[src/rtl/ps2_receive_pkg.sv]
// Shared constants for the PS/2 receiver: FSM state codes, rejection causes,
// frame geometry and a parity helper. Status decoding elsewhere relies on these codes.
package ps2_receive_pkg;

    localparam int PS2_FRAME_LEN = 11;
    localparam int PS2_DATA_BITS = 8;

    localparam logic [2:0] PS2R_IDLE   = 3'd0;
    localparam logic [2:0] PS2R_DATA   = 3'd1;
    localparam logic [2:0] PS2R_PARITY = 3'd2;
    localparam logic [2:0] PS2R_STOP   = 3'd3;

    localparam logic [2:0] ERR_NONE    = 3'd0;
    localparam logic [2:0] ERR_START   = 3'd1;
    localparam logic [2:0] ERR_PARITY  = 3'd2;
    localparam logic [2:0] ERR_STOP    = 3'd3;
    localparam logic [2:0] ERR_TIMEOUT = 3'd4;

    // PS/2 uses odd parity over the eight data bits plus the parity bit.
    function automatic logic odd_parity_ok(input logic [PS2_DATA_BITS-1:0] d, input logic p);
        return ^{d, p};
    endfunction

endpackage

[src/rtl/ps2_line_filter.sv]
// Pad conditioning for one PS/2 line: two-flop synchroniser, stability filter
// and a single-cycle pulse when the filtered value falls.
module ps2_line_filter #(
    parameter int FILTER_LEN = 8
) (
    input  logic clk,
    input  logic rst,
    input  logic pad,
    output logic filt,
    output logic fall
);
    localparam int CW = $clog2(FILTER_LEN + 1);
    localparam logic [CW-1:0] CNT_LAST = CW'(FILTER_LEN - 1);

    logic          sync1_q, sync2_q;
    logic          filt_q, filt_d;
    logic          filt_prev_q;
    logic [CW-1:0] cnt_q, cnt_d;

    // Counts consecutive samples that disagree with the current filtered value;
    // any agreeing sample restarts the count.
    always_comb begin
        filt_d = filt_q;
        cnt_d  = '0;
        if (sync2_q != filt_q) begin
            if (cnt_q == CNT_LAST) begin
                filt_d = sync2_q;
            end else begin
                cnt_d = cnt_q + 1'b1;
            end
        end
    end

    always_ff @(posedge clk or posedge rst) begin
        if (rst) begin
            sync1_q     <= 1'b1;
            sync2_q     <= 1'b1;
            filt_q      <= 1'b1;
            filt_prev_q <= 1'b1;
            cnt_q       <= '0;
        end else begin
            sync1_q     <= pad;
            sync2_q     <= sync1_q;
            filt_q      <= filt_d;
            filt_prev_q <= filt_q;
            cnt_q       <= cnt_d;
        end
    end

    assign filt = filt_q;
    assign fall = filt_prev_q & ~filt_q;

endmodule

[src/rtl/ps2_receive.sv]
// PS/2 device-to-host receiver: deframes start/8 data/odd parity/stop and strobes
// valid for good bytes or err with a cause code for rejected frames.
module ps2_receive
    import ps2_receive_pkg::*;
#(
    parameter int FILTER_LEN  = 8,
    parameter int TIMEOUT_CYC = 100000
) (
    input  logic       qzt_clk,
    input  logic       reset,
    input  logic       PS2C,
    input  logic       PS2D,
    input  logic       enable,
    output logic [7:0] data,
    output logic       valid,
    output logic       err,
    output logic [2:0] errCode,
    output logic [2:0] status
);
    localparam logic [16:0] TIMER_LAST = 17'(TIMEOUT_CYC - 1);

    logic c_filt_unused, c_fall;
    logic d_filt, d_fall_unused;

    ps2_line_filter #(.FILTER_LEN(FILTER_LEN)) u_clk_filter (
        .clk  (qzt_clk),
        .rst  (reset),
        .pad  (PS2C),
        .filt (c_filt_unused),
        .fall (c_fall)
    );

    ps2_line_filter #(.FILTER_LEN(FILTER_LEN)) u_data_filter (
        .clk  (qzt_clk),
        .rst  (reset),
        .pad  (PS2D),
        .filt (d_filt),
        .fall (d_fall_unused)
    );

    logic [2:0]  state_q, state_d;
    logic [7:0]  shift_q, shift_d;
    logic [3:0]  bitcnt_q, bitcnt_d;
    logic [16:0] timer_q, timer_d;
    logic        parity_q, parity_d;
    logic [7:0]  data_q, data_d;
    logic        valid_q, valid_d;
    logic        err_q, err_d;
    logic [2:0]  err_code_q, err_code_d;

    always_comb begin
        state_d    = state_q;
        shift_d    = shift_q;
        bitcnt_d   = bitcnt_q;
        parity_d   = parity_q;
        data_d     = data_q;
        valid_d    = 1'b0;
        err_d      = 1'b0;
        err_code_d = err_code_q;
        timer_d    = (state_q == PS2R_IDLE) ? 17'd0 : timer_q + 17'd1;

        // Priority: sender owns the bus, then inter-edge timeout, then the edge itself.
        if (!enable) begin
            state_d  = PS2R_IDLE;
            timer_d  = '0;
            bitcnt_d = '0;
        end else if (state_q != PS2R_IDLE && timer_q == TIMER_LAST) begin
            state_d    = PS2R_IDLE;
            timer_d    = '0;
            err_d      = 1'b1;
            err_code_d = ERR_TIMEOUT;
        end else if (c_fall) begin
            timer_d = '0;
            case (state_q)
                PS2R_IDLE: begin
                    if (!d_filt) begin
                        state_d  = PS2R_DATA;
                        bitcnt_d = '0;
                    end else begin
                        err_d      = 1'b1;
                        err_code_d = ERR_START;
                    end
                end
                PS2R_DATA: begin
                    shift_d  = {d_filt, shift_q[7:1]};
                    bitcnt_d = bitcnt_q + 4'd1;
                    if (bitcnt_q == 4'(PS2_DATA_BITS - 1)) begin
                        state_d = PS2R_PARITY;
                    end
                end
                PS2R_PARITY: begin
                    parity_d = d_filt;
                    state_d  = PS2R_STOP;
                end
                PS2R_STOP: begin
                    state_d = PS2R_IDLE;
                    if (!d_filt) begin
                        err_d      = 1'b1;
                        err_code_d = ERR_STOP;
                    end else if (!odd_parity_ok(shift_q, parity_q)) begin
                        err_d      = 1'b1;
                        err_code_d = ERR_PARITY;
                    end else begin
                        data_d  = shift_q;
                        valid_d = 1'b1;
                    end
                end
                default: begin
                    state_d = PS2R_IDLE;
                end
            endcase
        end
    end

    always_ff @(posedge qzt_clk or posedge reset) begin
        if (reset) begin
            state_q    <= PS2R_IDLE;
            shift_q    <= '0;
            bitcnt_q   <= '0;
            timer_q    <= '0;
            parity_q   <= 1'b0;
            data_q     <= '0;
            valid_q    <= 1'b0;
            err_q      <= 1'b0;
            err_code_q <= ERR_NONE;
        end else begin
            state_q    <= state_d;
            shift_q    <= shift_d;
            bitcnt_q   <= bitcnt_d;
            timer_q    <= timer_d;
            parity_q   <= parity_d;
            data_q     <= data_d;
            valid_q    <= valid_d;
            err_q      <= err_d;
            err_code_q <= err_code_d;
        end
    end

    assign data    = data_q;
    assign valid   = valid_q;
    assign err     = err_q;
    assign errCode = err_code_q;
    assign status  = state_q;

endmodule

[config.mk]
export PLATFORM = sky130hd
export DESIGN_NAME = ps2_receive
export DESIGN_NICKNAME = d
export VERILOG_FILES = /design/src/rtl/ps2_receive_pkg.sv /design/src/rtl/ps2_line_filter.sv /design/src/rtl/ps2_receive.sv
export SDC_FILE = /design/constraint.sdc
export NUM_CORES = 1
export LEC_CHECK = 0
export ABC_AREA = 1
export CAP_MARGIN = 15
export CORE_MARGIN = 5
export CORE_UTILIZATION = 30
export CTS_BUF_LIST = sky130_fd_sc_hd__clkbuf_4 sky130_fd_sc_hd__clkbuf_8
export CTS_CLUSTER_DIAMETER = 80
export DETAILED_ROUTE_END_ITERATION = 10
export PLACE_DENSITY = 0.48
export SKIP_LAST_GASP = 1
export SYNTH_ARGS = -nofsm -noshare
export SYNTH_HDL_FRONTEND = slang
export SYNTH_SLANG_ARGS = --single-unit
[constraint.sdc]
create_clock -name qzt_clk -period 2.1 [get_ports qzt_clk]
set_input_delay 0.315 -clock qzt_clk [delete_from_list [all_inputs] [get_ports qzt_clk]]
set_output_delay 0.315 -clock qzt_clk [all_outputs]
set_load 0.02 [all_outputs]
==> metrics.md, run 1 <==
| Metric | Value |
|---|---|
| Via count | 2,278 |
| Cell Area, Synth | 0.00304 sq mm |
| Clock net sink count | 60 |
| Placed cell area | 0.00340 sq mm |
| Number of synthesized flops with an enable pin | 0 |
| Synth area leader | dfrtp_1 |
| R2r setup slk | 0.24 ns |
| DRC | 0 |
| Buffers on Ports | 19 |
| Design area | 0.00361 sq mm |
| Setup CP Type | flip-flop to flip-flop |
| Reg clk slew, reported paths | 0.07 ns |
| Drt pass-1 iters | 4 |
| Crit-path max FO | 9 |
| Total negative slack | 0 ns |
| Final core occ | 36.7% |
| Clock Path Buffers | 2 |
| Worst Clk Skew | 0.00810 ns |
| Synth top area share | 43.6% |
| CP arrival | 2.09 ns |
| Pre-CTS setup slack | 0.187 ns |
| Main synth FF type | dfrtp_1 |
| Number of global-route vias before repair | 2,232 |
| H-tree depth | 3 |
| IO Pins | 21 |
| Worst r2r path cells | 11 |
| Capture point of the worst reg-to-reg path | data[5] |
| Final setup fails | 0 |
| Synth Net Count | 373 |
| Die Area | 0.0123 sq mm |
| Hold Violations, Final | 0 |
| Leak | 1.65 nW |
| Max Clk Rate | 537 MHz |
| Pwr Density | 1020 mW/mm^2 |
| HPWL Detailed | 4330 microns |
| Distinct cells, synth | 32 |
| Root Buffer | clkbuf_8 |
| Tcrit/Tclk final | 88.7% |
| FFs w/ async S/R, synth | 100% |
| Synth Area per Inst | 8.46 sq um |
| Row cnt | 36 |
| Total Routing Usage GR | 10.4% |
| Most common cell in the netlist | nand2_1 |
| Area contributors post-synth | dfrtp_1 44%, nand2_1 11%, dfstp_2 6.0% |
| Initial Util | 31.0% |
| # fillers | 1,064 |
| Status | finished clean |
| #FFs+latches synth | 60 |
| Data required time of the critical path | 2.32 ns |
| Worst r2r src | status[1] |
| Largest net degree at the start of global routing | 45 |
| Startpoint types | flip-flop |
| Max-cap violations | 0 |
| Final WS setup | 0.238 ns |
| CTS buffer count | 9 |
| Final max-slew violation count | 0 |
| Hold Crit Class | input port to asynchronous set/reset pin |
| Synthesized instance count | 360 |
| Synth cell count leaders | 87 x nand2_1, 53 x dfrtp_1, 43 x inv_1 |
| First-pass GRT wire length | 10,400 microns |
| VDD IR max | 0.000304 V |
| Sequential cell area fraction in the yosys report | 49.6% |
| Die X-Extent | 111 microns |
| Drt wl/cell | 11.2 microns |
| Wirelength, routed | 5890 microns |
| RSZ-0062 raised after global routing | no |
| # diodes | 0 |
| Die Y-Extent | 111 microns |
| Layout cells sized above 1 | 14.2% |
| DRT iter0 DRCs | 119 |
| YS warnings | 0 |
| Initial antenna violation count | 0 |
| Nets | 404 |
| Period minus WS final | 1.86 ns |
| Final RePlAce weighted congestion | 0.775 |
| Layout area overhead | 18.5% |
| Vias per cell | 4.31 |
| Final ANT Viol Nets | 0 |
| CTS tree | done |
| Core Area | 0.00982 sq mm |
| Grt total ovfl | 0 |
| CP Capture Type | flip-flop |
| Latest clock arrival within the worst-skew pair | 0.34 ns |
-- report_power, final --
part | total (mW) | switching [mW] | internal [mW] | leakage (nW)
logic | 1.14 | 0.731 | 0.408 | 0.750
registers | 1.49 | 0.155 | 1.33 | 0.795
clock network | 1.06 | 0.444 | 0.613 | 0.104
total | 3.69 | 1.33 | 2.36 | 1.65
-- placed cells by master, fill, tap and decap left out, types with 3 or more instances in the layout --
cell type and count:
buf_4 3, nor3_1 5, o21ai_1 8, clkbuf_8 10, clkdlybuf4s50_1 19, xor2_1 6
ha_1 8, dfstp_2 7, nor2_4 4, nand3_2 3, clkbuf_4 3, xnor2_1 6
dfrtp_1 53, inv_1 42, nand4_1 14, nand2_1 87, nor2_1 39, nand3_1 14
inv_2 8, nor2_2 4, a21oi_1 14, nand2_2 3, o21ai_0 19, nand2_4 3
-- final cells by class --
type / count / area [sq um] / area share (%)
well taps: 133 / 166 / 4.61
inverters: 50 / 188 / 5.20
repair buffers: 23 / 233 / 6.45
multi-input cells: 247 / 1320 / 36.5
flip-flops and latches: 60 / 1510 / 41.9
clock buffers: 13 / 160 / 4.44
clock inverters: 2 / 35.0 / 0.971
-- kinds of logic after synthesis --
kind of cell	after synthesis	synth area share (%)
other	1	0.123
adders and majority gates	8	3.29
and+or+nand+nor	181	28.2
xor gates and xnor gates	13	3.99
muxes	1	0.370
DFF	60	49.6
AOI/OAI and AO/OA	43	7.23
buffers and inverters	53	7.15
-- metal layers --
layer  vias up  wire length [microns]  track usage (%)
li1       1206                      -                -
met1      1028                   2810             12.6
met2        34                   2730             16.6
met3        10                    265             3.98
met4         0                     85             4.11
met5         -                      0                0
-- how the worst max path moves through the flow --
stage	start	endpoint	slack (ns)
floorplan	reset	bitcnt_q[0]	0.31
global placement	status[1]	data[4]	0.24
detailed placement	status[1]	data[3]	0.19
CTS	status[1]	data[3]	0.17
global route	status[1]	timer_q[2]	0.02
finish	status[1]	data[5]	0.24
-- per-stage QoR --
step	total power, mW	hold WS [ns]	cells
floorplan	2.40	0.319	360
global placement	2.65	0.346	511
detailed placement	2.67	0.347	511
CTS	3.75	0.297	526
global route	4.00	0.305	528
finish	3.69	0.281	528
-- flip-flops by register name, indices dropped and copies added, names as in the netlist, 2 cells and up --
signal	flops
bitcnt_q	4
data	8
errCode	3
shift_q	8
status	2
timer_q	17
u_clk_filter.cnt_q	4
u_data_filter.cnt_q	4
-- timing repair --
| action | in CTS | in global routing |
|---|---|---|
| buffers inserted | 0 | 2 |
| hold buffers | 0 | 0 |
| setup endpoints to repair | 0 | 5 |
| gates resized for setup | 0 | 0 |
-- worst max-delay path, cell delays in order (launching register included) --
cell     delay, ns
dfrtp_1       0.45
inv_1         0.12
ha_1          0.21
inv_1         0.11
nand3_2       0.12
nand2_1       0.08
inv_2         0.11
nand2_4       0.07
nor2_4        0.20
nand3_4       0.14
nand2_1       0.08
nand2_1       0.05
Note: power is estimated with default switching activity, not from simulation.
==> inputs of run 2 (changes only) <==
--- a/config.mk
+++ b/config.mk
@@ -6,6 +6,7 @@
 export NUM_CORES = 1
 export LEC_CHECK = 0
 export ABC_AREA = 1
+export ABC_CLOCK_PERIOD_IN_PS = 2100
 export CAP_MARGIN = 15
 export CORE_MARGIN = 5
 export CORE_UTILIZATION = 30
==> results of run 2 <==
Final layout, timing and power as in run 1 (identical DEF).
